--- config.mk ---
export PLATFORM = sky130hd
export DESIGN_NAME = regfile_read_arbiter
export DESIGN_NICKNAME = d
export VERILOG_FILES = /design/src/rtl/regfile_pkg.sv /design/src/rtl/regfile_read_arbiter_rr_arb2.sv /design/src/rtl/regfile_read_arbiter.sv
export SDC_FILE = /design/constraint.sdc
export NUM_CORES = 1
export LEC_CHECK = 0
export ABC_AREA = 1
export CORE_ASPECT_RATIO = 1.4
export CORE_MARGIN = 5
export CORE_UTILIZATION = 40
export DETAILED_ROUTE_END_ITERATION = 8
export PLACE_DENSITY = 0.77
export SYNTH_ARGS = -nofsm -noshare
export SYNTH_HDL_FRONTEND = slang
export SYNTH_SLANG_ARGS = --single-unit
--- constraint.sdc ---
create_clock -name Clk -period 1.05 [get_ports Clk]
set_input_delay 0.105 -clock Clk [delete_from_list [all_inputs] [get_ports Clk]]
set_output_delay 0.105 -clock Clk [all_outputs]
set_load 0.01 [all_outputs]
--- src/rtl/regfile_pkg.sv ---
// regfile_pkg: widths, FSM encoding and requester ids shared
// by the register-file read arbiter and its round-robin core.
package regfile_pkg;

    localparam int DATA_W = 32;
    localparam int ADDR_W = 5;

    typedef enum logic {
        IDLE = 1'b0,
        READ = 1'b1
    } state_t;

    typedef enum logic {
        REQ_A = 1'b0,
        REQ_B = 1'b1
    } rid_t;

    function automatic rid_t other(input rid_t id);
        return (id == REQ_A) ? REQ_B : REQ_A;
    endfunction

endpackage

--- src/rtl/regfile_read_arbiter_rr_arb2.sv ---
// rr_arb2: combinational two-way round-robin grant.
// On a tie the requester that was not granted last wins.
module rr_arb2
    import regfile_pkg::*;
(
    input  logic [1:0] req,
    input  rid_t       last,
    input  logic       stall,
    output logic [1:0] gnt
);

    rid_t tie_win;

    assign tie_win = other(last);

    always_comb begin
        gnt = 2'b00;
        if (!stall) begin
            unique case (1'b1)
                (req == 2'b11): gnt = (tie_win == REQ_B) ? 2'b10 : 2'b01;
                (req == 2'b01): gnt = 2'b01;
                (req == 2'b10): gnt = 2'b10;
                default:        gnt = 2'b00;
            endcase
        end
    end

endmodule

--- src/rtl/regfile_read_arbiter.sv ---
// regfile_read_arbiter: shares the 32-to-1 register-file read mux
// between two requesters; one read per cycle, two-edge latency.
module regfile_read_arbiter
    import regfile_pkg::*;
(
    input  logic              Clk,
    input  logic              Rst,
    input  logic              Stall,
    input  logic              ReqA,
    input  logic [ADDR_W-1:0] ArdA,
    output logic              GntA,
    output logic              RvalidA,
    output logic [DATA_W-1:0] RdataA,
    input  logic              ReqB,
    input  logic [ADDR_W-1:0] ArdB,
    output logic              GntB,
    output logic              RvalidB,
    output logic [DATA_W-1:0] RdataB,
    output logic [ADDR_W-1:0] MuxArd,
    input  logic [DATA_W-1:0] MuxDout,
    output logic              Busy
);

    state_t            state;
    rid_t              last;
    rid_t              owner;
    rid_t              gid;
    logic [1:0]        req;
    logic [1:0]        gnt;
    logic              xfer;
    logic [ADDR_W-1:0] gaddr;

    assign req = {ReqB, ReqA};

    rr_arb2 u_arb (
        .req   (req),
        .last  (last),
        .stall (Stall),
        .gnt   (gnt)
    );

    assign GntA  = gnt[0];
    assign GntB  = gnt[1];
    assign xfer  = |(req & gnt);
    assign gid   = (req[1] & gnt[1]) ? REQ_B : REQ_A;
    assign gaddr = (gid == REQ_B) ? ArdB : ArdA;
    assign Busy  = (state == READ);

    // Capture uses the previous owner; a new grant may replace it
    // on the same edge, giving one read per cycle.
    always_ff @(posedge Clk) begin
        if (Rst) begin
            state   <= IDLE;
            last    <= REQ_B;
            owner   <= REQ_A;
            MuxArd  <= '0;
            RdataA  <= '0;
            RdataB  <= '0;
            RvalidA <= 1'b0;
            RvalidB <= 1'b0;
        end else if (Stall) begin
            RvalidA <= 1'b0;
            RvalidB <= 1'b0;
        end else begin
            RvalidA <= 1'b0;
            RvalidB <= 1'b0;
            if (state == READ) begin
                if (owner == REQ_B) begin
                    RdataB  <= MuxDout;
                    RvalidB <= 1'b1;
                end else begin
                    RdataA  <= MuxDout;
                    RvalidA <= 1'b1;
                end
            end
            if (xfer) begin
                MuxArd <= gaddr;
                owner  <= gid;
                last   <= gid;
                state  <= READ;
            end else begin
                state  <= IDLE;
            end
        end
    end

endmodule
== Word level (Yosys, flattened, before mapping) ==
Index checks and enable logic that the tools add are counted.
Storage, ports and cells
  bits in registers: 74
  input port bits: 47
  output and inout port bits: 74
  word-level logic and storage cells: 29
Cells by class
  eq/ne operators: 3
  mux-type cells: 8
  bitwise gates (word level): 5
  reductions and logical operators: 5
Operators by type and width (count)
  $pmux 2 s3: 1
  $reduce_and 3->1: 2
  $mux 5: 1
  $eq 2x2->1 const B: 2
  $mux 1: 4
  $mux 2: 2
  $not 1->1: 3
  $reduce_or 3->1: 1
  $and 2x2->2: 1
  $eq 2x1->1 const B: 1
  $reduce_and 2->1: 1
  $reduce_or 2->1: 1
  $and 1x1->1: 1

== Depth between registers and ports, before layout ==
Gate-level depths: netlist of the first run.
  depth after elaboration: 6
  depth in mapped cells: 7
  mapped depth without buffers: 6

== By module ==
Synthesis of the first run repeated with hierarchy kept, for this count alone.
Second synthesis, totals
  cell total of the unflattened synthesis: 362
  area, all modules: 3034.2 um^2
Modules (own cells, without submodules)
  regfile_read_arbiter: instances 1, cells an instance 353, area each 3000.4 um^2, seq. area each 1481.4 um^2
  rr_arb2: instances 1, cells an instance 9, area each 33.8 um^2, seq. area each 0.0 um^2

== Least setup slack after synthesis of the first run ==
No wires, ideal clock.
  kind: reg-to-reg
  from: reg state, in the netlist Busy
  to: reg RdataB[12]
  setup time: 115 ps
  arrival time: 984 ps
  path slack: -49 ps
  cell stages (with the launch flop): 6
  path buffers: 2
  cells stage by stage: dfxtp_1 nand3_2 buf_6 buf_12 o21ai_2 a21oi_2
Between the ends
  cells in the longest elaborated chain, start to end: 1
RTL lines
  start, declared: line regfile_read_arbiter.sv:24  | state_t state;
  start signal, assigned: line regfile_read_arbiter.sv:53  | state <= IDLE;
  start signal, assigned: line regfile_read_arbiter.sv:80  | state <= READ;
  start signal, assigned: line regfile_read_arbiter.sv:82  | state <= IDLE;
  $reduce_and 3->1 (no line)
  end signal, assigned: line regfile_read_arbiter.sv:69  | RdataB <= MuxDout;
  end, declared: line regfile_read_arbiter.sv:18  | output logic [DATA_W-1:0] RdataB,
No other way between the ends.
A chain may end at the register's enable or synchronous reset.

== Final worst setup path of the first run ==
  from: reg last
  to: out GntA
Between the ends
  cells in the longest elaborated chain, start to end: 3
RTL lines
  start, declared: line regfile_read_arbiter.sv:25  | rid_t last;
  start signal, assigned: line regfile_read_arbiter.sv:79  | last <= gid;
  $mux 2: line regfile_read_arbiter_rr_arb2.sv:20  | (req == 2'b11): gnt = (tie_win == REQ_B) ? 2'b10 : 2'b01;
  $pmux 2 s3: line regfile_read_arbiter_rr_arb2.sv:19  | unique case (1'b1)
  $mux 2: line regfile_read_arbiter_rr_arb2.sv:18  | if (!stall) begin
  end, declared: line regfile_read_arbiter.sv:11  | output logic GntA,
No other way between the ends.

==> results.py, run 1 <==
metrics = {
    "clock_tree": {
        "clkLatencyLatePin_ps": 350,
        "cts_buffers": 9,
        "clk_pin_slew_ps": 80,
        "h-tree-depth": 3,
        "cts_buffer_depth": 2,
        "clkSinkCount": 74,
        "tritoncts": "yes",
        "cts_root_buf": "clkbuf_8",
    },
    "global_route": {
        "first_global_vias": 3001,
        "grt_pass1_wl_um": 14800,
        "grt_max_degree": 25,
        "grt_overflow_total": 0,
        "antenna_found_initial": 0,
        "grt_use_total_pct": 19.2,
    },
    "route": {
        "drc_errors": 0,
        "drtAntennaViolNets": 0,
        "drt-met1-wl_um": 3620,
        "wl_met2_um": 5130,
        "vias": 2858,
        "vias_per_cell": 4.78,
        "drtIter0Drc": 52,
        "dr.max_layer_used": "met4",
        "dr.pass1.iters": 4,
        "wl_per_cell_um": 16.0,
        "wl_met3_um": 570,
        "wirelength_um": 9550,
    },
    "final_layout": {
        "drive_above_1_share_pct": 59.6,
        "antenna_cells": 0,
        "instances_no_fill": 598,
        "fin_util_pct": 70.9,
        "nNetsFinal": 540,
        "final_area_um2": 5460,
        "synthToLayoutAreaGrowth_pct": 73.4,
    },
    "power_and_ir_drop": {
        "power_density_nw_per_um2": 1210,
        "ir_drop_mv": 0.849,
        "power.total_mw": 6.60,
        "p_leak_nw": 2.16,
    },
    "synth": {
        "synth_nets": 390,
        "syn_inst": 343,
        "synth_cell_types": 19,
        "postSynthAreaPerCell_um2": 9.19,
        "yosysSeqAreaShare_pct": 47.0,
        "synth-seq-cells": 74,
        "yosysWarnings": 0,
        "netlist_area_um2": 3150,
    },
    "worst_setup_path": {
        "cp_data_arrival_time_ps": 1080,
        "slowest_stage": "dfxtp_2",
        "path_cells": "inv_2, nand2_2, nand2_2, nor2_2, buf_2",
        "worst-path-buf-inv": 2,
        "crit_required_ps": 940,
        "critPathCaptureType": "output port",
        "cpPeakStageDelay_ps": 340,
        "worst_setup_path_start_kind": "flop",
        "r2r_slack_ps": -90,
        "worstPathMaxFanout": 2,
        "cpMostUsedCell": "nand2_2",
        "critPathKind": "flop to output port",
        "critPathTopFamily": "flip-flops",
    },
    "worst_hold_path": {
        "min_path_type": "input port to flop",
    },
    "place": {
        "hpwl_um": 5690,
        "placed_cell_area_um2": 4520,
        "placedCellCount": 560,
        "place_worst_setup_slack_ps": -458,
        "portBuffers": 120,
        "gp_congestion": 0.839,
    },
    "sta": {
        "fin_ws_ps": -131,
        "setup_violations": 66,
        "post-route-min-period_ps": 1180,
        "timing.final.crit_share_pct": 113,
        "max-slew-margin-rel_pct": 83.6,
        "tightest_slew_ps": 245,
        "hold_viol": 0,
        "final.setup_skew_ps": 8.89,
        "fmax_mhz": 846,
        "rsz0062_at_grt": "yes",
        "slew_violations": 0,
    },
    "die": {
        "fp.dieW_um": 85.0,
        "dieArea_um2": 9780,
        "die_h_um": 115,
        "rows": 38,
        "io_pins": 121,
        "core_um2": 7700,
        "start_util_pct": 40.9,
    },
    "outcome": {
        "violations": "negative setup slack",
        "run_status": "finished with violations",
    },
    "flow_run": {
        "drv_cap": 0,
    },
}
routing by layer:
| metal | track usage [%] | up-vias |
|---|---|---|
| met5 | 0 | - |
| met1 | 20.7 | 1350 |
| li1 | - | 1397 |
| met4 | 10.0 | 0 |
| met2 | 34.8 | 92 |
| met3 | 4.23 | 19 |
worst paths after layout:
check	endpoint	start	depth (start not counted)
max	GntA	last	5
min	Busy	Stall	4
max reg2reg	RdataB[23]	owner	6
min reg2reg	RdataB[26]	RdataB[26]	2
layout by cell type (no fill, tap or decap), types with 2 or more instances in the layout:
master	n
inv_2	3
buf_12	14
a21oi_2	54
buf_2	26
clkbuf_8	13
dfxtp_2	34
clkbuf_1	2
dlymetal6s2s_1	2
buf_4	9
a21oi_4	2
buf_8	2
clkbuf_16	3
o21ai_1	5
o21ai_0	4
a21oi_1	10
clkdlybuf4s15_2	21
o21ai_2	35
nor2_2	2
dfxtp_1	39
clkdlybuf4s50_1	44
o21ai_4	31
nor2_1	15
inv_1	75
buf_16	8
nand2_2	2
clkbuf_2	26
nand2_1	2
buf_6	4
registers in the layout, summed over array words and instances, names as in the netlist:
register  cells
RvalidA       1
last          1
Busy          1
MuxArd        5
RvalidB       1
RdataB       32
owner         1
RdataA       32
worst reg2reg max path, cell delays in order, from the launching register on:
cell and delay (ps):
dfxtp_2 350, buf_6 100, nand3_4 80, buf_12 180, buf_12 150, o21ai_4 140, a21oi_4 40
through the flow:
stage,TNS [ps],hold slack (ps)
6_report,-3820,199
5_1_grt,-6840,235
4_1_cts,-4250,397
3_3_place_gp,-24410,431
3_5_place_dp,-25530,434
2_1_floorplan,0,167
what timing repair did:
| action | CTS | global route |
|---|---|---|
| endpoints found under the setup margin | 134 | 140 |
| endpoints found under the hold margin | 0 | 0 |
| hold buffers | 0 | 0 |
| buffers inserted | 10 | 1 |
| pin swaps | 20 | 4 |
| gates resized for setup | 291 | 128 |
| gates cloned | 10 | 3 |
cell usage after synthesis:
master | number | area [µm²]
buf_2 | 8 | 40.0
clkbuf_1 | 1 | 3.75
buf_8 | 3 | 45.0
inv_1 | 77 | 289
buf_6 | 5 | 56.3
o211ai_1 | 1 | 7.51
o21ai_2 | 41 | 359
nor2_1 | 18 | 67.6
clkbuf_4 | 1 | 7.51
inv_2 | 2 | 7.51
a21oi_2 | 40 | 350
nand3_1 | 2 | 10.0
nand3b_4 | 1 | 20.0
a21oi_1 | 26 | 130
o21ai_0 | 34 | 170
buf_12 | 4 | 80.1
dfxtp_1 | 74 | 1480
nand3_2 | 1 | 10.0
nand2_1 | 4 | 15.0
area by class of cell:
type	count	area (µm²)
tap	100	125
inverter	79	299
clock buffer	15	186
fill	607	2240
multi-input combinational	168	1570
clock inverter	1	30.0
timing repair buffer	161	1720
sequential	74	1530
power by group:
group	total, mW	internal [mW]	switching [mW]
clock	2.41	1.36	1.04
sequential	2.99	2.93	0.0655
combinational	1.20	0.614	0.591
total	6.60	4.90	1.70
logic make-up after synthesis:
family	count (synthesis)	synth area share (%)
AOI/OAI and AO/OA	142	32.3
DFF	74	47.0
and+or+nand+nor	26	3.89
buffers and inverters	101	16.8
(Power assumes the default switching activity.)
==> inputs of run 2 (changes only) <==
Settings changed: ABC_AREA 1 to unset, CORE_MARGIN 5 to 3, CORE_UTILIZATION 40 to 37, PLACE_DENSITY 0.77 to 0.75.
==> run 2 against run 1 <==
The flow still finishes with violations (negative setup slack). Global-route usage grew 2.7 points. Wire length increased by 1.0%. First-iteration DRC count grew to 2.5 times the previous value. Critical path type is now flop to flop. Highest routed layer unchanged. Design area decreased by 7.8%. Setup slack worse by 110 ps. Register-to-register slack worse by 150 ps.
==> results.py, run 2 <==
metrics = {
    "worst_setup_path": {
        "crit_required_ps": 1330,
        "worstPathMaxFanout": 6,
        "critPathKind": "flop to flop",
        "cp_data_arrival_time_ps": 1570,
        "critPathCaptureType": "flop",
        "worst_setup_path_start_kind": "flop",
    },
    "final_layout": {
        "final_area_um2": 5040,
        "multi_input_area_um2": 1590,
        "layout_common_cells": "nand2_1, dfxtp_1, clkdlybuf4s50_1",
        "fillers": 542,
        "drive_above_1_share_pct": 54.3,
        "synthToLayoutAreaGrowth_pct": 87.8,
        "layout_commonest_cell": "nand2_1",
        "instances_no_fill": 579,
        "reg_top3": "RdataA x32, RdataB x32, MuxArd x5",
        "nNetsFinal": 528,
        "ff_latch_area_um2": 1510,
        "antenna_cells": 0,
    },
    "synth": {
        "synth.most_common_cell": "nand2_1",
        "synth_nets": 376,
        "synth-seq-cells": 74,
        "yosysTopAreaCellShare_pct": 55.2,
        "ys.flop_type": "dfxtp_1",
        "syn_inst": 329,
        "synth_edf_count": 0,
        "netlist_area_um2": 2680,
        "synth_common_cells": "nand2_1, dfxtp_1, a21oi_1",
        "synth_cell_types": 21,
        "async_flop_share_pct": 0,
        "yosysSeqAreaShare_pct": 55.2,
        "yosys-top-cells-area": "dfxtp_1, nand2_1, a21oi_1, buf_2, a2111oi_1",
        "postSynthAreaPerCell_um2": 8.15,
        "synth_top_area_cell": "dfxtp_1",
        "yosysWarnings": 0,
    },
    "route": {
        "vias_per_cell": 4.93,
        "drtAntennaViolNets": 0,
        "wl_per_cell_um": 16.7,
        "vias": 2856,
        "drtIter0Drc": 132,
        "wirelength_um": 9650,
        "dr.pass1.iters": 4,
        "drc_errors": 0,
    },
    "global_route": {
        "grt_max_degree": 49,
        "grt_use_total_pct": 21.9,
        "grt_pass1_wl_um": 14300,
        "first_global_vias": 2823,
        "grt_overflow_total": 0,
        "antenna_found_initial": 0,
    },
    "clock_tree": {
        "h-tree-depth": 3,
        "clkLatencyLatePin_ps": 340,
        "cts_buffer_depth": 2,
        "tritoncts": "yes",
        "cts_root_buf": "clkbuf_8",
        "ctsHoldBuffers": 0,
        "clk_pin_slew_ps": 80,
        "cts_buffers": 9,
        "clkSinkCount": 74,
    },
    "sta": {
        "timing.final.crit_share_pct": 123,
        "fin_tns_setup_ps": -13570,
        "slew_violations": 0,
        "final.setup_skew_ps": 14.0,
        "fmax_mhz": 773,
        "post-route-min-period_ps": 1290,
        "fin_ws_ps": -244,
        "rsz0062_at_grt": "yes",
        "setup_violations": 76,
        "tightest_slew_ps": 351,
        "hold_viol": 0,
        "max-slew-margin-rel_pct": 76.0,
    },
    "outcome": {
        "violations": "negative setup slack",
        "run_status": "finished with violations",
    },
    "place": {
        "place_worst_setup_slack_ps": -600,
        "placed_cell_area_um2": 4210,
        "placedCellCount": 542,
        "hpwl_um": 5500,
        "portBuffers": 120,
        "gp_congestion": 0.770,
    },
    "die": {
        "io_pins": 121,
        "rows": 36,
        "fp.dieW_um": 78.0,
        "core_um2": 6980,
        "start_util_pct": 38.4,
        "die_h_um": 107,
        "dieArea_um2": 8320,
    },
    "power_and_ir_drop": {
        "power.total_mw": 6.19,
        "power_density_nw_per_um2": 1230,
        "ir_drop_mv": 0.796,
        "p_leak_nw": 1.98,
    },
    "worst_hold_path": {
        "min_path_type": "input port to flop",
    },
    "flow_run": {
        "drv_cap": 0,
    },
}
==> run 2: final timing paths <==
check	endpoint	from	slack (ps)	depth (start not counted)
hold reg to reg	RdataB[4]	RdataB[4]	460	2
hold / removal	MuxArd[2]	Rst	50	2
setup / recovery	RdataB[1]	Busy	-240	6
setup reg to reg	RdataB[1]	Busy	-240	6
==> run 2: repair_timing <==
item	in CTS	in global routing
gates resized for setup	262	153
cloned	9	4
pin swaps	34	39
buffers inserted	6	7
endpoints found under the setup margin	148	140
endpoints found under the hold margin	0	0
==> run 2: routing by layer <==
metal | track usage, % | part of all wire, % | vias up
li1 | - | - | 1380
met1 | 24.8 | 39 | 1381
met2 | 39.8 | 54 | 83
met3 | 5.29 | 4.9 | 12
met4 | 7.12 | 1.9 | 0
met5 | 0 | 0 | -
==> run 2: layout make-up <==
| class | instances | area share, % |
|---|---|---|
| timing repair buffer | 166 | 31.8 |
| multi-input combinational | 225 | 31.5 |
| clock buffer | 9 | 2.46 |
| sequential | 74 | 29.9 |
| tap | 95 | 2.36 |
| inverter | 5 | 0.372 |
| clock inverter | 5 | 1.61 |
==> run 2: power by group <==
group | switching (mW) | internal [mW]
clock network | 1.02 | 1.31
registers | 0.0478 | 2.88
logic | 0.440 | 0.484
==> run 2: logic make-up after synthesis <==
| kind of cell | after synthesis | share of synthesized area (%) |
|---|---|---|
| flip-flops | 74 | 55.2 |
| buffers and inverters | 30 | 5.74 |
| AO/OA/AOI/OAI | 77 | 16.4 |
| AND/OR/NAND/NOR | 148 | 22.7 |
==> run 2: critical path, cell delays in order (launching register included) <==
cell	delay [ps]
dfxtp_4	350
buf_6	90
buf_6	90
and3b_4	320
clkbuf_16	190
nand2_1	70
a21oi_2	130
==> run 2: per-stage QoR <==
step,util [%],hold slack [ps]
after global routing,72.2,48.9
after global placement,60.3,392
final,72.2,54.6
after CTS,70.0,25.6
after floorplan,-,241
after detailed placement,60.3,392
==> RTL change (config.mk and constraints of run 2) <==
Change the package constant `DATA_W` from 32 to 28.
--- a/src/rtl/regfile_pkg.sv
+++ b/src/rtl/regfile_pkg.sv
@@ -2,7 +2,7 @@
 // by the register-file read arbiter and its round-robin core.
 package regfile_pkg;
 
-    localparam int DATA_W = 32;
+    localparam int DATA_W = 28;
     localparam int ADDR_W = 5;
 
     typedef enum logic {
Interface: changed (resized MuxDout, RdataA and RdataB); port bits go from 121 to 109. No check against the original RTL was run, so the function may have changed too.
==> RTL change against run 2 <==
- largest power group unchanged
- global-route usage is 0.58 points lower
- design area fell by 12%
- sequential cell count shrank 8
- count of clock-buffer cells in the layout increased by 5
- combinational power is 9.1% lower
- total power is 13% lower
- setup slack improved by 37 ps
- wire length shrank 13%
- synthesized area fell by 9.7%
- highest routed layer unchanged
- the run still ends with setup timing left
- fmax grew 3.0%
- clock skew fell by 6.6 ps
==> RTL change: results (changes against run 2) <==
Run status: complete, but fails checks (unchanged). The global-route wire length before repair was 12,330 µm (was 14,280 µm). The number of endpoints failing setup at the final stage came to 65 (was 76).

The dominant delay contributor by cell family on the critical path is flip-flops (was simple AND/OR/NAND/NOR gates). The detailed placer's ending HPWL came out at 4803 µm (was 5502 µm). The count of input and output buffers came out at 108 (was 120).

The maximum resistive drop on vdd was 901.0 µV (was 795.9 µV). The endpoint of the most critical setup path is RdataB[11] (was RdataB[1]). The data arrival time of the critical path is 1520 ps (was 1570 ps). The stage delay of the slowest cell on the critical path is 370 ps (was 350 ps). The final-layout fill cell count came to 482 (was 542). Failing checks: setup timing (unchanged). The routed wire length per instance is 16.94 µm (was 16.66 µm). The number of distinct library cells after synthesis came out at 22 (was 21). The final total negative setup slack is -10,480 ps (was -13,570 ps). The worst clock skew is 7.381 ps (was 14.03 ps). The maximum fanout along the worst path came out at 7 (was 6).

The final-stage net count came out at 462 (was 528). The overall fraction of global-route tracks in use came to 21.28% (was 21.85%). The pin slew with the least headroom to its limit was 354.0 ps (was 350.9 ps). The post-layout instance count excluding filler cells came to 496 (was 579). The clock net sink count was 66 (was 74). The depth of the worst register-to-register path came out at 5 (was 6). The overall overflow remaining after global route came out at 0 (unchanged). The share of the yosys chip area belonging to registers came to 54.52% (was 55.22%). The synthesized net count came to 336 (was 376). The final worst setup slack is -206.6 ps (was -244.0 ps).

The synthesized area per cell is 8.272 µm² (was 8.154 µm²). Registers with the highest flip-flop counts: RdataA (28), RdataB (28), MuxArd (5) (was RdataA (32), RdataB (32), MuxArd (5)). The cell leakage power came out at 1.818 nW (was 1.981 nW). The weighted congestion reported at the end of routability-driven placement is 0.7498 (was 0.7704).

The clock root buffer is clkbuf_8 (unchanged). Top post-synthesis cells by area: dfxtp_1, nand2_1, a21oi_1 (unchanged). The cell count after placement came to 471 (was 542). The share of layout cells above drive strength 1 is 48.58% (was 54.34%). Most instantiated cells after synthesis: nand2_1, dfxtp_1, a21oi_1, nor2_1, clkbuf_1 (was nand2_1, dfxtp_1, a21oi_1, buf_2, nor2_1).

The pin count of the biggest net entering global routing came out at 47 (was 49). The total vias in the final route is 2,544 (was 2,856).
## RTL change: cell count changes after synthesis
cell           delta
a21oi_1           -8
buf_2            -11
buf_4             +5
buf_6             +2
clkbuf_1          +1
dfxtp_1           -8
dlygate4sd1_1     -1
nand2_1          -16
nor3b_1           +1
nor3b_2           -2
nor3b_4           +1
o21ba_1           -1
o21ba_2           +1
## RTL change: worst min-delay path by stage
stage,startpoint,end,slack [ps]
finish,Rst,Busy,120
global placement,Rst,Busy,410
floorplan,Rst,last,210
CTS,Rst,Busy,90
global route,Rst,Busy,120
detailed placement,Rst,Busy,410
## RTL change: layer usage
metal,vias up,track usage (%),share of wire (%)
li1,1217,-,-
met1,1241,24.98,39
met2,74,37.31,55
met3,12,3.575,4.6
met4,0,9.178,1.7
met5,-,0,0
## RTL change: timing repair
item                       CTS  global route
cloned                       5             0
resized for setup          209           170
buffers inserted             6             1
hold buffers                 0             0
setup endpoints to repair  131           122
pin swaps                   41            67
## RTL change: area by class of cell
class / instances / share of cell area [%]
tap: 72 / 2.021
inverter: 5 / 0.4210
clock buffer: 14 / 3.873
timing repair buffer: 135 / 27.42
multi-input combinational: 202 / 36.04
sequential: 66 / 30.00
clock inverter: 2 / 0.2245
## RTL change: cells by family (layout without fill, tap and decap cells)
| family | count (synthesis) | in the layout | synth area share (%) |
|---|---|---|---|
| AND/OR/NAND/NOR | 132 | 133 | 22.66 |
| AO/OA/AOI/OAI | 69 | 69 | 16.47 |
| flip-flops | 66 | 66 | 54.52 |
| buffers and inverters | 26 | 156 | 6.350 |
## RTL change: where the power goes
part,internal [mW],total [mW],switching (mW)
clock,1.05,1.95,0.904
sequential,2.57,2.61,0.0435
combinational,0.405,0.839,0.434
total,4.02,5.40,1.38
## RTL change: stage by stage
stage | setup WS, ps | area (µm²) | util, %
3_3_place_gp | -497.2 | 3618 | 57.47
3_5_place_dp | -541.7 | 3618 | 57.47
2_1_floorplan | -179.8 | 2442 | -
6_report | -206.6 | 4458 | 70.81
4_1_cts | -221.1 | 4213 | 66.91
5_1_grt | -280.0 | 4458 | 70.81
